`config.mk`:
```
export PLATFORM = sky130hd
export DESIGN_NAME = pkt_byte_tx
export DESIGN_NICKNAME = d
export VERILOG_FILES = /design/src/rtl/pkt_byte_tx_pkg.sv /design/src/rtl/pkt_byte_tx_csum_acc.sv /design/src/rtl/pkt_byte_tx.sv
export SDC_FILE = /design/constraint.sdc
export NUM_CORES = 1
export LEC_CHECK = 0
export ABC_AREA = 1
export BUFFER_PORTS_ARGS = -buffer_cell sky130_fd_sc_hd__buf_2
export CORE_ASPECT_RATIO = 1.5
export CORE_MARGIN = 4
export CORE_UTILIZATION = 54
export DETAILED_ROUTE_END_ITERATION = 6
export PLACE_DENSITY = 0.8
export SLEW_MARGIN = 0
export SYNTH_ARGS = -nofsm -noshare
export SYNTH_HDL_FRONTEND = slang
export SYNTH_SLANG_ARGS = --single-unit
export TNS_END_PERCENT = 30
```
`constraint.sdc`:
```
create_clock -name clk -period 1.7 [get_ports clk]
set_input_delay 0.34 -clock clk [delete_from_list [all_inputs] [get_ports clk]]
set_output_delay 0.34 -clock clk [all_outputs]
set_load 0.02 [all_outputs]
```
`src/rtl/pkt_byte_tx_pkg.sv`:
```
// Shared types and sizing helpers for the packet-to-byte serializer.
// Contents: FSM state enumeration (CSUM state exists only when
// PKT_BYTE_TX_CSUM_EN is defined), byte-count and index-width helpers.
package pkt_byte_tx_pkg;

`ifdef PKT_BYTE_TX_CSUM_EN
    typedef enum logic [2:0] {
        ST_IDLE  = 3'd0,
        ST_FETCH = 3'd1,
        ST_LOAD  = 3'd2,
        ST_SEND  = 3'd3,
        ST_CSUM  = 3'd4
    } state_e;
`else
    typedef enum logic [1:0] {
        ST_IDLE  = 2'd0,
        ST_FETCH = 2'd1,
        ST_LOAD  = 2'd2,
        ST_SEND  = 2'd3
    } state_e;
`endif

    // Number of whole bytes carried in one packet payload.
    function automatic int unsigned calc_nbytes(input int unsigned data_w,
                                                input int unsigned byte_w);
        return data_w / byte_w;
    endfunction

    // Bits needed to index 0..nbytes-1 (at least one bit).
    function automatic int unsigned idx_width(input int unsigned nbytes);
        return (nbytes > 1) ? $clog2(nbytes) : 1;
    endfunction

endpackage

```
`src/rtl/pkt_byte_tx_csum_acc.sv`:
```
// Running XOR of transmitted data bytes; present only when
// PKT_BYTE_TX_CSUM_EN is defined.
// Ports: clk, rst_n (async active-low), clr (zero the sum), en (fold
// byte_in into the sum), byte_in, csum (registered running XOR).
`ifdef PKT_BYTE_TX_CSUM_EN
module pkt_csum_acc #(
    parameter int unsigned BYTE_WIDTH = 8
) (
    input  logic                  clk,
    input  logic                  rst_n,
    input  logic                  clr,
    input  logic                  en,
    input  logic [BYTE_WIDTH-1:0] byte_in,
    output logic [BYTE_WIDTH-1:0] csum
);

    // Accumulator register; clear wins over accumulate.
    always_ff @(posedge clk or negedge rst_n) begin
        if (!rst_n) begin
            csum <= '0;
        end else if (clr) begin
            csum <= '0;
        end else if (en) begin
            csum <= csum ^ byte_in;
        end
    end

endmodule
`endif

```
`src/rtl/pkt_byte_tx.sv`:
```
// Pops one {len, data} packet from an upstream FIFO and streams len+1
// payload bytes (saturated to NBYTES) to a UART over a valid/ready handshake.
// Optional macro PKT_BYTE_TX_CSUM_EN appends an XOR checksum byte.
// Ports: clk, rst_n (async active-low), fifo_empty/fifo_rd_en/fifo_dout
// (FIFO side, data valid the cycle after the read strobe), tx_ready/
// tx_valid/tx_data (UART side), busy (not IDLE), pkt_done (packet finished).
module pkt_byte_tx
    import pkt_byte_tx_pkg::*;
#(
    parameter int unsigned DATA_WIDTH = 48,
    parameter int unsigned BYTE_WIDTH = 8,
    parameter int unsigned LEN_WIDTH  = 3,
    parameter int unsigned MSB_FIRST  = 0,
    localparam int unsigned PACKET_WIDTH = LEN_WIDTH + DATA_WIDTH,
    localparam int unsigned NBYTES       = calc_nbytes(DATA_WIDTH, BYTE_WIDTH)
) (
    input  logic                    clk,
    input  logic                    rst_n,
    input  logic                    fifo_empty,
    output logic                    fifo_rd_en,
    input  logic [PACKET_WIDTH-1:0] fifo_dout,
    input  logic                    tx_ready,
    output logic                    tx_valid,
    output logic [BYTE_WIDTH-1:0]   tx_data,
    output logic                    busy,
    output logic                    pkt_done
);

    localparam int unsigned IDX_W = idx_width(NBYTES);

    state_e state_q, state_d;

    logic [DATA_WIDTH-1:0] data_q, data_d;
    logic [IDX_W-1:0]      last_q, last_d;   // count-1 of the current packet
    logic [IDX_W-1:0]      cnt_q,  cnt_d;    // bytes already accepted
    logic                  tx_valid_q, tx_valid_d;
    logic [BYTE_WIDTH-1:0] tx_data_q,  tx_data_d;
    logic                  rd_en_q,    rd_en_d;
    logic                  busy_q,     busy_d;
    logic                  done_q,     done_d;

    logic [LEN_WIDTH-1:0]  in_len;
    logic [DATA_WIDTH-1:0] in_data;
    logic [IDX_W-1:0]      in_last;
    logic                  handshake;
    logic                  last_hit;

    // Map transmit position to payload byte index for the configured order.
    function automatic logic [IDX_W-1:0] pos_to_idx(input logic [IDX_W-1:0] pos,
                                                    input logic [IDX_W-1:0] last);
        if (MSB_FIRST != 0) begin
            return last - pos;
        end
        return pos;
    endfunction

    function automatic logic [BYTE_WIDTH-1:0] get_byte(input logic [DATA_WIDTH-1:0] d,
                                                       input logic [IDX_W-1:0]      idx);
        return d[32'(idx)*BYTE_WIDTH +: BYTE_WIDTH];
    endfunction

    // Decode the FIFO word; oversize lengths saturate to a full payload.
    assign in_len    = fifo_dout[PACKET_WIDTH-1 -: LEN_WIDTH];
    assign in_data   = fifo_dout[DATA_WIDTH-1:0];
    assign in_last   = (32'(in_len) >= NBYTES) ? IDX_W'(NBYTES - 1) : IDX_W'(in_len);
    assign handshake = tx_valid_q & tx_ready;
    assign last_hit  = (cnt_q == last_q);

`ifdef PKT_BYTE_TX_CSUM_EN
    logic [BYTE_WIDTH-1:0] csum_q;

    // Sum restarts on every new packet and folds in each accepted data byte.
    pkt_csum_acc #(
        .BYTE_WIDTH (BYTE_WIDTH)
    ) u_csum_acc (
        .clk     (clk),
        .rst_n   (rst_n),
        .clr     (state_q == ST_LOAD),
        .en      (handshake && (state_q == ST_SEND)),
        .byte_in (tx_data_q),
        .csum    (csum_q)
    );
`endif

    // State register.
    always_ff @(posedge clk or negedge rst_n) begin
        if (!rst_n) begin
            state_q <= ST_IDLE;
        end else begin
            state_q <= state_d;
        end
    end

    // Next-state logic.
    always_comb begin
        state_d = state_q;
        case (state_q)
            ST_IDLE:  if (!fifo_empty) state_d = ST_FETCH;
            ST_FETCH: state_d = ST_LOAD;
            ST_LOAD:  state_d = ST_SEND;
            ST_SEND: begin
                if (handshake && last_hit) begin
`ifdef PKT_BYTE_TX_CSUM_EN
                    state_d = ST_CSUM;
`else
                    state_d = ST_IDLE;
`endif
                end
            end
`ifdef PKT_BYTE_TX_CSUM_EN
            ST_CSUM:  if (handshake) state_d = ST_IDLE;
`endif
            default:  state_d = ST_IDLE;
        endcase
    end

    // Output and datapath next values; everything is registered below.
    always_comb begin
        rd_en_d    = (state_d == ST_FETCH);
        busy_d     = (state_d != ST_IDLE);
        done_d     = 1'b0;
        tx_valid_d = tx_valid_q;
        tx_data_d  = tx_data_q;
        data_d     = data_q;
        last_d     = last_q;
        cnt_d      = cnt_q;
        case (state_q)
            ST_LOAD: begin
                data_d     = in_data;
                last_d     = in_last;
                cnt_d      = '0;
                tx_valid_d = 1'b1;
                tx_data_d  = get_byte(in_data, pos_to_idx('0, in_last));
            end
            ST_SEND: begin
                if (handshake) begin
                    if (last_hit) begin
                        cnt_d = '0;
`ifdef PKT_BYTE_TX_CSUM_EN
                        // Sum register lags by the byte being accepted now.
                        tx_data_d = csum_q ^ tx_data_q;
`else
                        tx_valid_d = 1'b0;
                        done_d     = 1'b1;
`endif
                    end else begin
                        cnt_d     = cnt_q + IDX_W'(1);
                        tx_data_d = get_byte(data_q, pos_to_idx(cnt_q + IDX_W'(1), last_q));
                    end
                end
            end
`ifdef PKT_BYTE_TX_CSUM_EN
            ST_CSUM: begin
                if (handshake) begin
                    tx_valid_d = 1'b0;
                    done_d     = 1'b1;
                end
            end
`endif
            default: begin
                tx_valid_d = 1'b0;
            end
        endcase
    end

    // Output and datapath registers.
    always_ff @(posedge clk or negedge rst_n) begin
        if (!rst_n) begin
            data_q     <= '0;
            last_q     <= '0;
            cnt_q      <= '0;
            tx_valid_q <= 1'b0;
            tx_data_q  <= '0;
            rd_en_q    <= 1'b0;
            busy_q     <= 1'b0;
            done_q     <= 1'b0;
        end else begin
            data_q     <= data_d;
            last_q     <= last_d;
            cnt_q      <= cnt_d;
            tx_valid_q <= tx_valid_d;
            tx_data_q  <= tx_data_d;
            rd_en_q    <= rd_en_d;
            busy_q     <= busy_d;
            done_q     <= done_d;
        end
    end

    assign fifo_rd_en = rd_en_q;
    assign tx_valid   = tx_valid_q;
    assign tx_data    = tx_data_q;
    assign busy       = busy_q;
    assign pkt_done   = done_q;

endmodule

```
==> results.txt <==
----------------------------------------------------
[Global routing]
  GR Layer Usage met3 ... 0.0335
  Overflow left after global routing ... 0
  Global routing met1 resource utilization ... 0.267
  Antenna violations before repair ... 0
  Maximum number of pins on one net before global-route repair ... 69
  Vias in the first global route ... 2,724
  GR Layer Usage met2 ... 0.371
  Global Route Usage Sum ... 0.215
  Global route hottest layer ... met2
  Global-route wire length before repair ... 12,200 um

[Floorplanning]
  DIE HEIGHT ... 102 um
  # rows ... 34
  Full die area ... 7210 um^2
  Boundary Pins ... 67
  Horiz. Die Dim ... 70.7 um
  Core Region ... 5740 um^2
  Initial standard-cell utilization of the core ... 0.554

[Synthesis]
  Top cell type by total area after synthesis ... dfrtp_1
  Cell with the most instances after synthesis ... nand2_1
  Post-synthesis register bit count ... 68
  Share of synthesized area occupied by flip-flops and latches ... 0.535
  Mean post-synth cell area ... 7.41 um^2
  Dominant register cell in the synthesized netlist ... dfrtp_1
  Synthesized netlist net count ... 485
  Synthesized area ... 3180 um^2
  Top cells by area in the synthesized netlist ... dfrtp_1 (54%), nand2_1 (26%), nor2_1 (7.7%)
  Synth async-reset ratio ... 1.00
  Commonest cells in the netlist ... nand2_1 (218), dfrtp_1 (68), nor2_1 (65)
  Synthesized netlist cell count ... 429
  Synth warnings ... 0
  Number of enable-type register cells in the synthesized netlist ... 0
  Count of distinct cell types in the synthesized netlist ... 24
  Share of the synthesized area in the top cell type ... 0.535

[Placed design]
  Detailed placement HPWL ... 5240 um
  IO Port Bufs ... 66
  Final weighted congestion in routability-driven placement ... 0.826
  Post-placement worst setup slack ... 0.182 ns

[Clock tree]
  Number of buffers inserted by post-CTS setup repair ... 0
  Maximum root-to-sink buffer count ... 2
  Worst-path clk slew ... 0.07 ns
  Clock H-tree levels ... 3
  Post-cts sizing count ... 0
  Clock tree from TritonCTS ... yes
  Clk root buf ... clkbuf_8
  TritonCTS Buffers ... 9
  Clock sink total ... 68
  Clock Latency Late Sink ... 0.34 ns
  Cts hold-fix bufs ... 0

[Pwr]
  Peak supply drop ... 0.835 mV
  Power density normalized to cell area ... 1850 nW/um^2
  Overall Power ... 7.09 mW
  Leakage power ... 2.15 nW

[STA]
  Setup-failing EPs final ... 0
  Unrepaired setup endpoints after global routing ... no
  Final worst-path cycle share ... 0.914
  Maximum clock frequency ... 643 MHz
  Worst Max-Slew Pin Slew ... 0.385 ns
  Headroom to the max-slew limit ... 0.741
  Total Neg Setup Slack ... 0 ns
  Final Skew ... 0.00909 ns
  Post-layout minimum cycle time ... 1.55 ns
  Number of max-slew violations in the final report ... 0
  Final worst setup slack ... 0.146 ns
  Final number of hold-violating endpoints ... 0

[Critical path]
  Startpoint class of the critical path ... flop
  Highest net fanout along the worst path ... 8
  Worst setup path category ... flop to flop
  Critical Path End Type ... flop
  Critical Path AT ... 1.82 ns
  Data required time of the critical path ... 1.97 ns

[Routing]
  Detailed router's first-iteration violation count ... 186
  Drt drc ... 0
  Final antenna-violating net count ... 0
  WL final ... 7160 um
  Number of iterations in the first detailed-routing pass ... 4
  Routed via count divided by cell count ... 4.95
  Total via count in the routed design ... 2,852
  WL per Instance ... 12.4 um

[Finish]
  Number of nets at the end of the flow ... 555
  Ant diodes ... 0
  Layout cell share with drive strength beyond 1 ... 0.196
  Area Overhead vs Synth ... 20.5%

[Run status]
  Status ... completed

[Hold path]
  Path class of the lowest-slack min-delay path ... input port to async pin

[Job]
  Total of max-cap violations ... 0

----------------------------------------------------
## stage by stage
stage / hold WS, ns / utilization / instances / cell area, um^2
after floorplan: 0.0444 / - / 429 / 3180
after global placement: 0.386 / 0.631 / 560 / 3630
after detailed placement: 0.384 / 0.631 / 560 / 3630
after CTS: 0.0161 / 0.668 / 576 / 3830
after global routing: 0.0283 / 0.668 / 576 / 3830
final: 0.00195 / 0.668 / 576 / 3830
## metal layers
layer | wire length (um) | part of all wire | up-vias
met3 | 398 | 0.056 | 11
met4 | 178 | 0.025 | 0
met2 | 3610 | 0.50 | 84
li1 | - | - | 1461
met5 | 0 | 0 | -
met1 | 2980 | 0.42 | 1296
## registers in the layout, summed over array words and instances (netlist names)
signal	flops
tx_valid	1
last_q	3
state_q	2
pkt_done	1
fifo_rd_en	1
data_q	48
tx_data	8
busy	1
cnt_q	3
## critical path, cell delays in order (launching register included)
cell and delay [ns]:
dfrtp_1 0.41, ha_1 0.31, clkinv_1 0.08, buf_4 0.17
nor2_1 0.10, o21ai_0 0.11, nand2_1 0.08, nand2_1 0.04
nand2_1 0.07, nand2_1 0.05, nand2_1 0.06
## cells in the final DEF (no fill, tap or decap), drive strengths merged
cell type	Yosys	layout
nand4	2	2
xnor2	1	1
ha	1	1
dfrtp	68	68
a21oi	3	3
or2	1	1
a22o	1	1
nand3	2	2
nor3	1	1
inv	12	12
buf	7	77
o21ai	22	22
clkinvlp	0	2
xor2	1	1
nor2	66	66
clkinv	2	2
a21boi	7	7
clkbuf	11	14
o211ai	1	1
nand2	220	220
## kinds of logic (layout without fill, tap and decap cells)
group                      after synthesis  count (layout)  synth area share
and+or+nand+nor                        292             292             0.351
DFF                                     68              68             0.535
AOI/OAI and AO/OA                       34              34            0.0610
buffers and inverters                   32             107            0.0441
xor gates and xnor gates                 2               2           0.00551
adders and majority gates                1               1           0.00393
## area by class of cell
class | count | area (um^2)
Fill cell | 511 | 1910
Tap cell | 72 | 90.1
Clock inverter | 2 | 15.0
Timing Repair Buffer | 77 | 438
Sequential cell | 68 | 1700
Multi-Input combinational cell | 329 | 1340
Clock buffer | 14 | 193
Inverter | 14 | 52.6
## report_power, final
| part | internal, mW | leakage, nW | switching (mW) |
|---|---|---|---|
| registers | 2.36 | 0.832 | 0.434 |
| logic | 1.10 | 1.22 | 1.88 |
| clock network | 0.729 | 0.101 | 0.587 |
## final timing paths
kind / startpoint / endpoint / slack [ns] / cells after the start
setup / recovery: cnt_q[1]$_DFFE_PN0P_ / tx_data[6]$_DFFE_PN0P_ / 0.15 / 10
hold / removal: rst_n / busy$_DFF_PN0_ / 0.002 / 2
setup reg to reg: cnt_q[1]$_DFFE_PN0P_ / tx_data[6]$_DFFE_PN0P_ / 0.15 / 10
hold reg to reg: data_q[45]$_DFFE_PN0P_ / data_q[45]$_DFFE_PN0P_ / 0.47 / 2
max in group asynchronous: rst_n / data_q[13]$_DFFE_PN0P_ / 1.41 / 2
min in group clk: fifo_empty / fifo_rd_en$_DFF_PN0_ / 0.16 / 2
Power figures use the tool's default switching activity.
